<file path="src/rtl/timer_pkg.sv">
// -----------------------------------------------------------------------------
// timer_pkg
//   Shared definitions for the timer path: the tick-controller FSM state type
//   and the terminal value of the downstream 4-bit counter.
// -----------------------------------------------------------------------------
package timer_pkg;

    // FSM state encoding, also exported on state_o.
    typedef enum logic [1:0] {
        IDLE = 2'd0,
        RUN  = 2'd1,
        HOLD = 2'd2,
        DONE = 2'd3
    } tmr_state_t;

    // Value at which the downstream counter asserts tc.
    localparam logic [3:0] CNT_MAX = 4'd15;

endpackage

</file>
<file path="src/rtl/timer_prescaler.sv">
// -----------------------------------------------------------------------------
// timer_prescaler
//   Loadable down-counter that divides clk into a tick every val+1 enabled
//   cycles. On reaching zero while enabled it reloads val and flags tick, so
//   a new val only takes effect at a reload and never cuts a period short.
//
// Ports
//   clk    in   1      system clock
//   clr_n  in   1      asynchronous active-low reset
//   load   in   1      load val immediately (wins over en)
//   en     in   1      count enable; low freezes the current value
//   val    in   PSC_W  reload value
//   tick   out  1      combinational: this enabled cycle is the last of a period
//   value  out  PSC_W  current count
// -----------------------------------------------------------------------------
module timer_prescaler #(
    parameter int PSC_W = 8
) (
    input  logic             clk,
    input  logic             clr_n,
    input  logic             load,
    input  logic             en,
    input  logic [PSC_W-1:0] val,
    output logic             tick,
    output logic [PSC_W-1:0] value
);

    logic [PSC_W-1:0] cnt_q;
    logic             at_zero;

    assign at_zero = (cnt_q == '0);

    always_ff @(posedge clk or negedge clr_n) begin
        if (!clr_n) begin
            cnt_q <= '0;
        end else if (load) begin
            cnt_q <= val;
        end else if (en) begin
            if (at_zero) begin
                cnt_q <= val;
            end else begin
                cnt_q <= cnt_q - PSC_W'(1);
            end
        end
    end

    // A load restarts the period, so it suppresses any tick in that cycle.
    assign tick  = en & ~load & at_zero;
    assign value = cnt_q;

endmodule

</file>
<file path="src/rtl/timer_tick_ctrl.sv">
// -----------------------------------------------------------------------------
// timer_tick_ctrl
//   Control stage in front of the 4-bit synchronous timer counter. Divides clk
//   by psc_val+1 into counter enable pulses, runs a start/pause/stop FSM in
//   one-shot or periodic mode, and raises a level interrupt on every counter
//   wrap, counting wraps that arrive while the interrupt is still pending.
//
// Ports
//   clk       in   1       system clock
//   clr_n     in   1       asynchronous active-low reset
//   start     in   1       pulse: begin / restart timing
//   stop      in   1       pulse: abort to IDLE (wins over start)
//   pause     in   1       level: freeze prescaler and counter while running
//   oneshot   in   1       1 = stop after first wrap; latched on start
//   psc_val   in   PSC_W   prescale reload value
//   cnt_tc    in   1       counter terminal count
//   cnt_en    out  1       counter enable, one-cycle tick pulse
//   cnt_clr   out  1       counter synchronous clear, one-cycle pulse
//   cnt_prs   out  1       counter preset, unused (tied 0)
//   irq       out  1       level interrupt, set on wrap, cleared by irq_ack
//   irq_ack   in   1       pulse: acknowledge irq
//   busy      out  1       high in RUN or HOLD
//   state_o   out  2       FSM state (IDLE=0 RUN=1 HOLD=2 DONE=3)
//   miss_cnt  out  MISS_W  saturating count of wraps while irq pending
// -----------------------------------------------------------------------------
module timer_tick_ctrl
    import timer_pkg::*;
#(
    parameter int PSC_W  = 8,
    parameter int MISS_W = 4
) (
    input  logic              clk,
    input  logic              clr_n,
    input  logic              start,
    input  logic              stop,
    input  logic              pause,
    input  logic              oneshot,
    input  logic [PSC_W-1:0]  psc_val,
    input  logic              cnt_tc,
    output logic              cnt_en,
    output logic              cnt_clr,
    output logic              cnt_prs,
    output logic              irq,
    input  logic              irq_ack,
    output logic              busy,
    output logic [1:0]        state_o,
    output logic [MISS_W-1:0] miss_cnt
);

    tmr_state_t       state_q;
    tmr_state_t       state_d;
    logic             oneshot_q;
    logic             oneshot_d;
    logic             cnt_en_d;
    logic             cnt_clr_d;
    logic             psc_load;
    logic             psc_en;
    logic             psc_tick;
    logic [PSC_W-1:0] psc_value_unused;
    logic             wrap;

    function automatic logic [MISS_W-1:0] sat_inc(input logic [MISS_W-1:0] v);
        return (&v) ? v : v + MISS_W'(1);
    endfunction

    timer_prescaler #(
        .PSC_W (PSC_W)
    ) u_psc (
        .clk   (clk),
        .clr_n (clr_n),
        .load  (psc_load),
        .en    (psc_en),
        .val   (psc_val),
        .tick  (psc_tick),
        .value (psc_value_unused)
    );

    // The counter rolls 15->0 on the edge where it is enabled at terminal count.
    assign wrap = cnt_en & cnt_tc;

    // Next-state and next-output decode. Priority: stop > start > wrap > pause.
    always_comb begin
        state_d   = state_q;
        oneshot_d = oneshot_q;
        psc_load  = 1'b0;
        psc_en    = 1'b0;
        cnt_en_d  = 1'b0;
        cnt_clr_d = 1'b0;

        if (stop) begin
            state_d = IDLE;
        end else if (start) begin
            state_d   = RUN;
            oneshot_d = oneshot;
            psc_load  = 1'b1;
            cnt_clr_d = 1'b1;
        end else begin
            case (state_q)
                RUN: begin
                    if (wrap && oneshot_q) begin
                        state_d = DONE;
                    end else begin
                        // pause acts on the very edge it is sampled, so the
                        // period stretches by exactly the cycles pause is high.
                        psc_en   = ~pause;
                        cnt_en_d = psc_tick;
                        if (pause) begin
                            state_d = HOLD;
                        end
                    end
                end
                HOLD: begin
                    psc_en   = ~pause;
                    cnt_en_d = psc_tick;
                    if (!pause) begin
                        state_d = RUN;
                    end
                end
                default: begin
                end
            endcase
        end
    end

    always_ff @(posedge clk or negedge clr_n) begin
        if (!clr_n) begin
            state_q   <= IDLE;
            oneshot_q <= 1'b0;
            cnt_en    <= 1'b0;
            cnt_clr   <= 1'b0;
        end else begin
            state_q   <= state_d;
            oneshot_q <= oneshot_d;
            cnt_en    <= cnt_en_d;
            cnt_clr   <= cnt_clr_d;
        end
    end

    // A wrap always wins over an ack landing in the same cycle; only a wrap
    // seen while irq is pending and not being acked counts as missed.
    always_ff @(posedge clk or negedge clr_n) begin
        if (!clr_n) begin
            irq      <= 1'b0;
            miss_cnt <= '0;
        end else if (wrap) begin
            irq <= 1'b1;
            if (irq && !irq_ack) begin
                miss_cnt <= sat_inc(miss_cnt);
            end
        end else if (irq_ack) begin
            irq <= 1'b0;
        end
    end

    assign cnt_prs = 1'b0;
    assign busy    = (state_q == RUN) || (state_q == HOLD);
    assign state_o = state_q;

endmodule

</file>
<file path="config.mk">
export PLATFORM = sky130hd
export DESIGN_NAME = timer_tick_ctrl
export DESIGN_NICKNAME = d
export VERILOG_FILES = /design/src/rtl/timer_pkg.sv /design/src/rtl/timer_prescaler.sv /design/src/rtl/timer_tick_ctrl.sv
export SDC_FILE = /design/constraint.sdc
export NUM_CORES = 1
export LEC_CHECK = 0
export ABC_CLOCK_PERIOD_IN_PS = 1700
export CAP_MARGIN = 20
export CORE_MARGIN = 2
export CORE_UTILIZATION = 46
export CTS_BUF_LIST = sky130_fd_sc_hd__clkbuf_4
export DETAILED_ROUTE_END_ITERATION = 10
export PLACE_DENSITY = 0.83
export SLEW_MARGIN = 30
export SYNTH_ARGS = -nofsm -noshare
export SYNTH_HDL_FRONTEND = slang
export SYNTH_SLANG_ARGS = --single-unit
export TNS_END_PERCENT = 1
</file>
<file path="constraint.sdc">
create_clock -name clk -period 1.7 [get_ports clk]
set_input_delay 0.34 -clock clk [delete_from_list [all_inputs] [get_ports clk]]
set_output_delay 0.34 -clock clk [all_outputs]
set_load 0.01 [all_outputs]
</file>
### Word-level counts from Yosys, hierarchy flattened

Cells that the tools add are included.

* add/sub/neg operators: 2
* reduce and logical (&&, ||, !) cells: 12
* eq/ne operators: 4
* bitwise operators: 7
* muxes and demuxes: 21

Operator list (count)
* 2-to-1 mux 8 bit: 3
* 2-to-1 mux 1 bit: 10
* 2-to-1 mux 2 bit: 5
* logical NOT 8 bit: 1
* subtractor 8 x 1 -> 8 bit, second input constant: 1
* AND reduction 3 bit: 2
* != test 5 bit, second input constant: 1
* adder 4 x 1 -> 4 bit, second input constant: 1
* != test 4 bit, second input constant: 1
* NOT 1 bit: 4
* case mux 1 bit (2 select lines): 2
* case mux 2 bit (2 select lines): 1
* AND reduction 4 bit: 1
* nonzero test 2 bit: 2
* nonzero test 4 bit: 1
* AND 1 bit: 3
* == test 2 x 1 -> 1 bit, second input constant: 1
* == test 2 bit, second input constant: 1
* logical AND 1 bit: 2
* AND reduction 2 bit: 1
* logical NOT 1 bit: 1
* logical OR 1 bit: 1

* register bits: 18
* output and inout bits: 11

### Logic depth before layout (Yosys ltp)

Gate-level depths: netlist (run 1).

* depth after elaboration: 12
* depth in mapped cells: 7

### Hierarchy

From an unflattened synthesis (run 1), not the netlist that was laid out.

* cell total of the unflattened synthesis: 112
* area total of the unflattened synthesis: 1113.6 um^2

By module, submodules not included
* timer_tick_ctrl: cells an instance 52, instances 1, area an instance 569.3 um^2, sequential area each 250.2 um^2
* timer_prescaler: cells an instance 60, instances 1, area an instance 544.3 um^2, sequential area each 200.2 um^2

### Least setup slack after synthesis (run 1)

Ideal clock, no wire load.

* path kind: flip-flop to flip-flop
* from: register state_q[0], in the netlist state_o[0]
* to: register u_psc.cnt_q[0], in the netlist u_psc.value[0]
* path slack: -0.107 ns
* library setup time: 0.126 ns
* buffers on the path: 1
* clock period less this slack: 1.807 ns
* required time: 1.574 ns
* stages on the path, launching flop included: 8
* arrival time: 1.681 ns
* path through: dfrtp_1 inv_1 ha_1 nor2_1 and4b_1 buf_1 a2bb2oi_1 o21ai_1

* cells in the longest elaborated chain, start to end: 5
* elaborated cells on any way between the ends: 6
* classes of those cells: eq/ne: 2; mux: 3; reduce/logical: 1

Ends and longest elaborated chain
* from (decl): line timer_tick_ctrl.sv:50 `tmr_state_t state_q;`
* from (signal assigned): line timer_tick_ctrl.sv:132 `state_q <= state_d;`
* == test 2 bit or == test 2 x 1 -> 1 bit (tied branches): line timer_tick_ctrl.sv:98 `case (state_q)`
* case mux 1 bit (2 select lines) *: line timer_tick_ctrl.sv:98
* 2-to-1 mux 1 bit *: line timer_tick_ctrl.sv:92 `end else if (start) begin`
* 2-to-1 mux 1 bit *: line timer_tick_ctrl.sv:90 `if (stop) begin`
* nonzero test 2 bit (no source line) *
* to (signal assigned): line timer_prescaler.sv:37 `cnt_q <= val;`
* to (signal assigned): line timer_prescaler.sv:40 `cnt_q <= val;`
* to (signal assigned): line timer_prescaler.sv:42 `cnt_q <= cnt_q - PSC_W'(1);`
* to (decl): line timer_prescaler.sv:28 `logic [PSC_W-1:0] cnt_q;`

Every way passes the cells marked *; elsewhere a longest branch is shown, timed or not.
A chain may end at the register's enable or synchronous reset.

### Final worst setup path (run 1)

Ends and elaborated chain as after synthesis.

==> impl_results.md, run 1 <==
- R2R cell count: 6
- Root buffer cell: clkbuf_4
- Synth area leader: dfrtp_1
- Area contributors post-synth: dfrtp_1 (39%), ha_1 (5.5%), inv_1 (3.9%)
- Fin Hold WS: 373 ps
- Gpl congestion: 0.882
- Final Slew Violations: 0
- Number of global-route vias before repair: 1115
- Core area: 2410 um2
- Final setup fails: 0
- Unrepaired setup endpoints after global routing: true
- Largest incremental delay on the critical path: 400 ps
- Sink Count: 18
- Mapped Nets: 140
- Crit-path max FO: 9
- Antenna cells: 0
- Area after DPL: 1580 um2
- Leakage Power: 0.000761 uW
- # IOs: 27
- Worst path top cell family by delay: simple AND/OR/NAND/NOR gates
- Initial antenna violation count: 0
- Largest net degree at the start of global routing: 19
- Mapped Area: 1140 um2
- Total negative slack: 0 ps
- Final Util: 69.2%
- Vias: 1133
- Reg2reg start: state_o[0]$_DFFE_PN0P_
- CP required: 1880 ps
- GRT Total Usage: 22.9%
- Yosys cell types: 46
- First-pass detailed-route iteration total: 4
- DRT iter0 DRCs: 22
- Max frequency: 604 MHz
- Ys flop type: dfrtp_1
- Total die area: 2890 um2
- Critical path arrival: 1840 ps
- PwrDens: 845 nW/um2
- Htree depth: 1
- Layout Nets: 190
- First-pass GRT wire length: 4.82 mm
- Cts bufs inserted: 3
- Min Tclk post-route: 1650 ps
- Initial Utilization: 47.4%
- DPL Wire Length: 2.23 mm
- Critical path class: reg -> reg
- Sequential cell area: 450 um2
- Setup crit end kind: flip-flop
- Fillers: 203
- Buf/Inv on CP: 1
- Worst-Skew Late Latency: 290 ps
- Post-synth EDFFs: 0
- CTS tree: built
- Global route overflow: 0
- Fraction of layout cells with a size suffix above 1: 29.2%
- Final worst-path cycle share: 97.3%
- Status: complete, no violations
- DRC Markers: 0
- Final WL: 2.96 mm
- Most frequent cells in the layout: buf_4 (24), clkdlybuf4s50_1 (23), dfrtp_1 (18)
- Startpoint Class: flip-flop
- IO Port Bufs: 25
- Final Cell Area: 1670 um2
- Worst-path clk slew: 110 ps
- Die X: 53.8 um
- Final Hold Violating Endpoints: 0
- Reg-to-reg critical path endpoint: u_psc.value[0]$_DFFE_PN0P_
- Reg2Reg Setup Slack: 50 ps
- Worst Skew: 3.62 ps
- Clock Path Buffers: 2
- Master of the slowest instance on the critical path: and4b_2
- Row count: 18
- Yosys reg bits: 18
- VDD IR max: 594 uV
- Commonest non-fill, non-tap cell in the layout: buf_4
- Syn avg cell area: 9.59 um2
- Seq/Total Area, Yosys: 39.5%
- Die Y: 53.8 um
- Area grow syn2layout: 46.2%
- Post-synth top area share: 39.5%
- MaxCap Viol Count: 0
- FFs w/ async S/R, synth: 100%
- Area taken by multi-input logic gates: 684 um2
- Detail Route Antenna Nets: 0
- Post-Syn Instances: 119
- Synth warn: 0
- HP Class: in -> async
- WL/cell: 15.0 um
- Via density: 5.72
- Worst-path cell chain: inv_1 > ha_4 > nor2_1 > and4b_2 > a2bb2oi_1 > o21ai_1
-- worst reg2reg max path, delay by kind of cell (launching register included) --
kind | cells | cell delay (ps)
simple gates | 2 | 530
flops | 1 | 390
compound gates | 2 | 270
fa+ha+maj | 1 | 240
buf+inv | 1 | 120
-- metal layers --
metal,up-vias,track usage (%),routed length (um)
met4,0,9.40,55
met5,-,0,0
met2,31,40.0,1570
li1,540,-,-
met1,554,27.5,1230
met3,8,3.89,118
-- worst max-delay path by stage --
stage | from | end | slack, ps | cells past startpoint
after global placement | stop | u_psc.value[5]$_DFFE_PN0P_ | -160 | 4
after CTS | state_o[0]$_DFFE_PN0P_ | busy | -20 | 4
after detailed placement | stop | u_psc.value[5]$_DFFE_PN0P_ | -250 | 4
final | state_o[0]$_DFFE_PN0P_ | u_psc.value[0]$_DFFE_PN0P_ | 50 | 6
after global routing | state_o[0]$_DFFE_PN0P_ | u_psc.value[0]$_DFFE_PN0P_ | -50 | 6
after floorplan | state_o[0]$_DFFE_PN0P_ | u_psc.value[5]$_DFFE_PN0P_ | -40 | 5
-- report_power, final --
group	switching [uW]	total, uW	leakage [uW]	internal [uW]
clock network	133	218	0.0000154	85.3
logic	317	633	0.000515	316
registers	59.2	558	0.000230	499
total	509	1410	0.000761	900
-- Yosys cell counts (all sizes together) (2+ instances only) --
master,instances
a311oi,2
nand2b,4
nand3,6
o22ai,5
a21oi,5
inv,12
nand4,3
o21ai,9
a32oi,2
o21a,2
a22oi,3
nor3,3
ha,5
nor4,2
xnor2,2
nor2,4
dfrtp,18
buf,4
nand2,7
-- metrics by stage --
step                setup slack, ps  total power (uW)  std cells
floorplan                     -44.9               870        119
global placement               -156              1110        193
detailed placement             -255              1130        193
CTS                           -20.5              1370        197
global route                  -50.6              1510        198
finish                         45.6              1410        198
-- timing repair --
action	CTS	global route
setup buffers	0	1
pin swaps	0	6
gates cloned	0	0
resized for setup	7	11
setup endpoints to repair	8	9
hold buffers	0	0
-- kinds of logic (layout without fill, tap and decap cells) --
logic type,Yosys count,in the layout,synth area share [%]
AO/OA/AOI/OAI,39,39,28.2
XOR/XNOR,3,3,2.30
adder cells (fa/ha/maj),5,5,5.48
buffers and inverters,16,65,5.81
flip-flops,18,18,39.5
multiplexers,1,1,0.987
other,1,1,0.329
AND/OR/NAND/NOR,36,36,17.4
-- area by class of cell --
cell class	count	area share [%]
multi-input cells	85	41.0
flip-flops and latches	18	27.0
well taps	30	2.25
inverters	12	2.70
repair buffers	49	25.4
clock inverters	1	0.225
clock buffers	3	1.35
-- sequential cells by signal (all words and copies together) (netlist names) --
| register | cells |
|---|---|
| irq | 1 |
| cnt_en | 1 |
| cnt_clr | 1 |
| miss_cnt | 4 |
| u_psc.value | 8 |
| oneshot_q | 1 |
| state_o | 2 |
No activity file was read; power rests on OpenSTA's default activity.
==> run 2, diff against run 1 <==
HOLD_SLACK_MARGIN = 0.1   (was not set)
==> results of run 2 <==
No change in the layout: final DEF, timing and power equal those of run 1.
==> run 3, diff against run 2 <==
REMOVE_ABC_BUFFERS = 1   (was not set)
==> impl_results.md, run 3 (synthesized netlist as in run 1, its figures left out) <==
- Initial antenna violation count: 0 (unchanged)
- Fillers: 208 (+2.5%)
- Detail Route Antenna Nets: 0 (unchanged)
- Critical path class: reg -> reg
- Gr busiest metal: met2
- Final Hold Violating Endpoints: 0 (unchanged)
- Final setup margin: 25.6 ps (-20.1 ps)
- Worst path top cell family by delay: compound AO/OA/AOI/OAI gates
- Min Tclk post-route: 1670 ps (+20.1 ps)
- Antenna cells: 0 (unchanged)
- Cells after DPL: 193 (unchanged)
- Post-placement worst setup slack: -211 ps (+43.6 ps)
- Global route overflow: 0 (unchanged)
- Final Instance Count excl. Fillers: 200 (+1.0%)
- Final worst-path cycle share: 98.5% (+1.2 points)
- Final Slew Violations: 0 (unchanged)
- Gpl congestion: 0.922 (+4.4%)
- WL/cell: 14.9 um (-0.57%)
- Startpoint Class: flip-flop
- Leakage Power: 0.000782 uW (+2.8%)
- Unrepaired setup endpoints after global routing: true
- Buf/Inv on CP: 3 (+2)
- Most frequent cells in the layout: buf_4 (25), clkdlybuf4s50_1 (22), dfrtp_1 (18)
- DRC Markers: 0 (unchanged)
- Total die area: 2890 um2 (unchanged)
- MaxCap Viol Count: 0 (unchanged)
- Hold-fix buffer count after cts: 0 (unchanged)
- Htree depth: 1 (unchanged)
- Largest incremental delay on the critical path: 410 ps (about the same)
- Sequential cell area: 450 um2 (unchanged)
- DRT iter0 DRCs: 16 (-27%)
- Die Y: 53.8 um (unchanged)
- Initial Utilization: 47.4% (unchanged)
- # IOs: 27 (unchanged)
- Final WL: 2.98 mm (+0.44%)
- PwrDens: 851 nW/um2 (+0.72%)
- Number of global-route vias before repair: 1161 (+4.1%)
- Clock Path Buffers: 2 (unchanged)
- Worst-Skew Late Latency: 300 ps (about the same)
- R2R cell count: 7 (+1)
- IO Port Bufs: 25 (unchanged)
- Crit path depth: 7 (+1)
- Master of the slowest instance on the critical path: dfrtp_1
- Setup crit end kind: flip-flop
- Max frequency: 597 MHz (-1.2%)
- VDD IR max: 548 uV (-7.7%)
- Commonest non-fill, non-tap cell in the layout: buf_4
- HP Class: in -> async
- Final Util: 69.4% (+0.21 points)
- Vias: 1134 (+0.088%)
- Root buffer cell: clkbuf_4
- Die X: 53.8 um (unchanged)
- Met2 usage in global routing: 42.7% (+2.6 points)
- Worst-path clk slew: 110 ps (about the same)
- CTS tree: built
- Largest register FFs: 8 (unchanged)
- Area taken by multi-input logic gates: 668 um2 (-2.4%)
- Worst Skew: 11.4 ps (+7.73 ps)
- Sink Count: 18 (unchanged)
- Largest net degree at the start of global routing: 19 (unchanged)
- CP required: 1880 ps (about the same)
- Fraction of layout cells with a size suffix above 1: 30.0% (+0.83 points)
- Area grow syn2layout: 46.6%
- First-pass GRT wire length: 4.89 mm (+1.3%)
- Worst-path cell chain: inv_2 > ha_4 > buf_4 > o41ai_4 > buf_6 > a2bb2oi_1 > o21ai_1
- Row count: 18 (unchanged)
- Layout Nets: 192 (+1.1%)
- Final setup fails: 0 (unchanged)
- Crit-path max FO: 9 (unchanged)
- Core area: 2410 um2 (unchanged)
- Cts bufs inserted: 3 (unchanged)
- First-pass detailed-route iteration total: 4 (unchanged)
- Via density: 5.67 (-0.91%)
- GRT Total Usage: 23.1% (+0.28 points)
- Critical path arrival: 1860 ps (+20 ps)
- Met1 GRT Util: 26.5% (-0.93 points)
- DPL Wire Length: 2.19 mm (-1.5%)
- Status: complete, no violations
- Met3 GRT Util: 4.17% (+0.28 points)
-- run 3: final timing paths --
check	from	to	slack (ps)
worst max-delay path	state_o[0]$_DFFE_PN0P_	u_psc.value[0]$_DFFE_PN0P_	30
worst min-delay path	clr_n	oneshot_q$_DFFE_PN0P_	360
worst max register to register	state_o[0]$_DFFE_PN0P_	u_psc.value[0]$_DFFE_PN0P_	30
worst min register to register	oneshot_q$_DFFE_PN0P_	oneshot_q$_DFFE_PN0P_	500
max in group asynchronous	clr_n	state_o[1]$_DFFE_PN0P_	1130
min in group clk	oneshot_q$_DFFE_PN0P_	oneshot_q$_DFFE_PN0P_	500
-- run 3: cell type report --
cell class / count / area share, %
Multi-Input combinational cell: 85 / 39.9
Inverter: 12 / 2.69
Tap cell: 30 / 2.24
Sequential cell: 18 / 26.9
Clock buffer: 3 / 1.35
Timing Repair Buffer: 51 / 26.6
Clock inverter: 1 / 0.224
-- run 3: layer usage --
metal / up-vias / part of all wire (%)
li1: 540 / -
met1: 548 / 41
met2: 40 / 53
met3: 6 / 5.0
met4: 0 / 1.0
met5: - / 0
-- run 3: what timing repair did --
action	CTS	global route
resized for setup	8	13
endpoints found under the setup margin	9	10
setup buffers	0	3
pin swaps	0	5
gates cloned	0	0
-- run 3: report_power, final --
group	switching (uW)	internal, uW	total [uW]
clock	140	85.5	225
sequential	70.0	499	569
combinational	305	324	629
total	515	908	1420
-- run 3: per-stage QoR --
stage	power, uW	setup TNS, ps	instance area [um2]	hold WS [ps]
6_report	1420	0	1670	362
5_1_grt	1520	-113	1670	372
4_1_cts	1370	-23.3	1620	361
3_5_place_dp	1130	-1740	1580	479
3_3_place_gp	1100	-1150	1580	476
2_1_floorplan	860	-434	1120	44.4
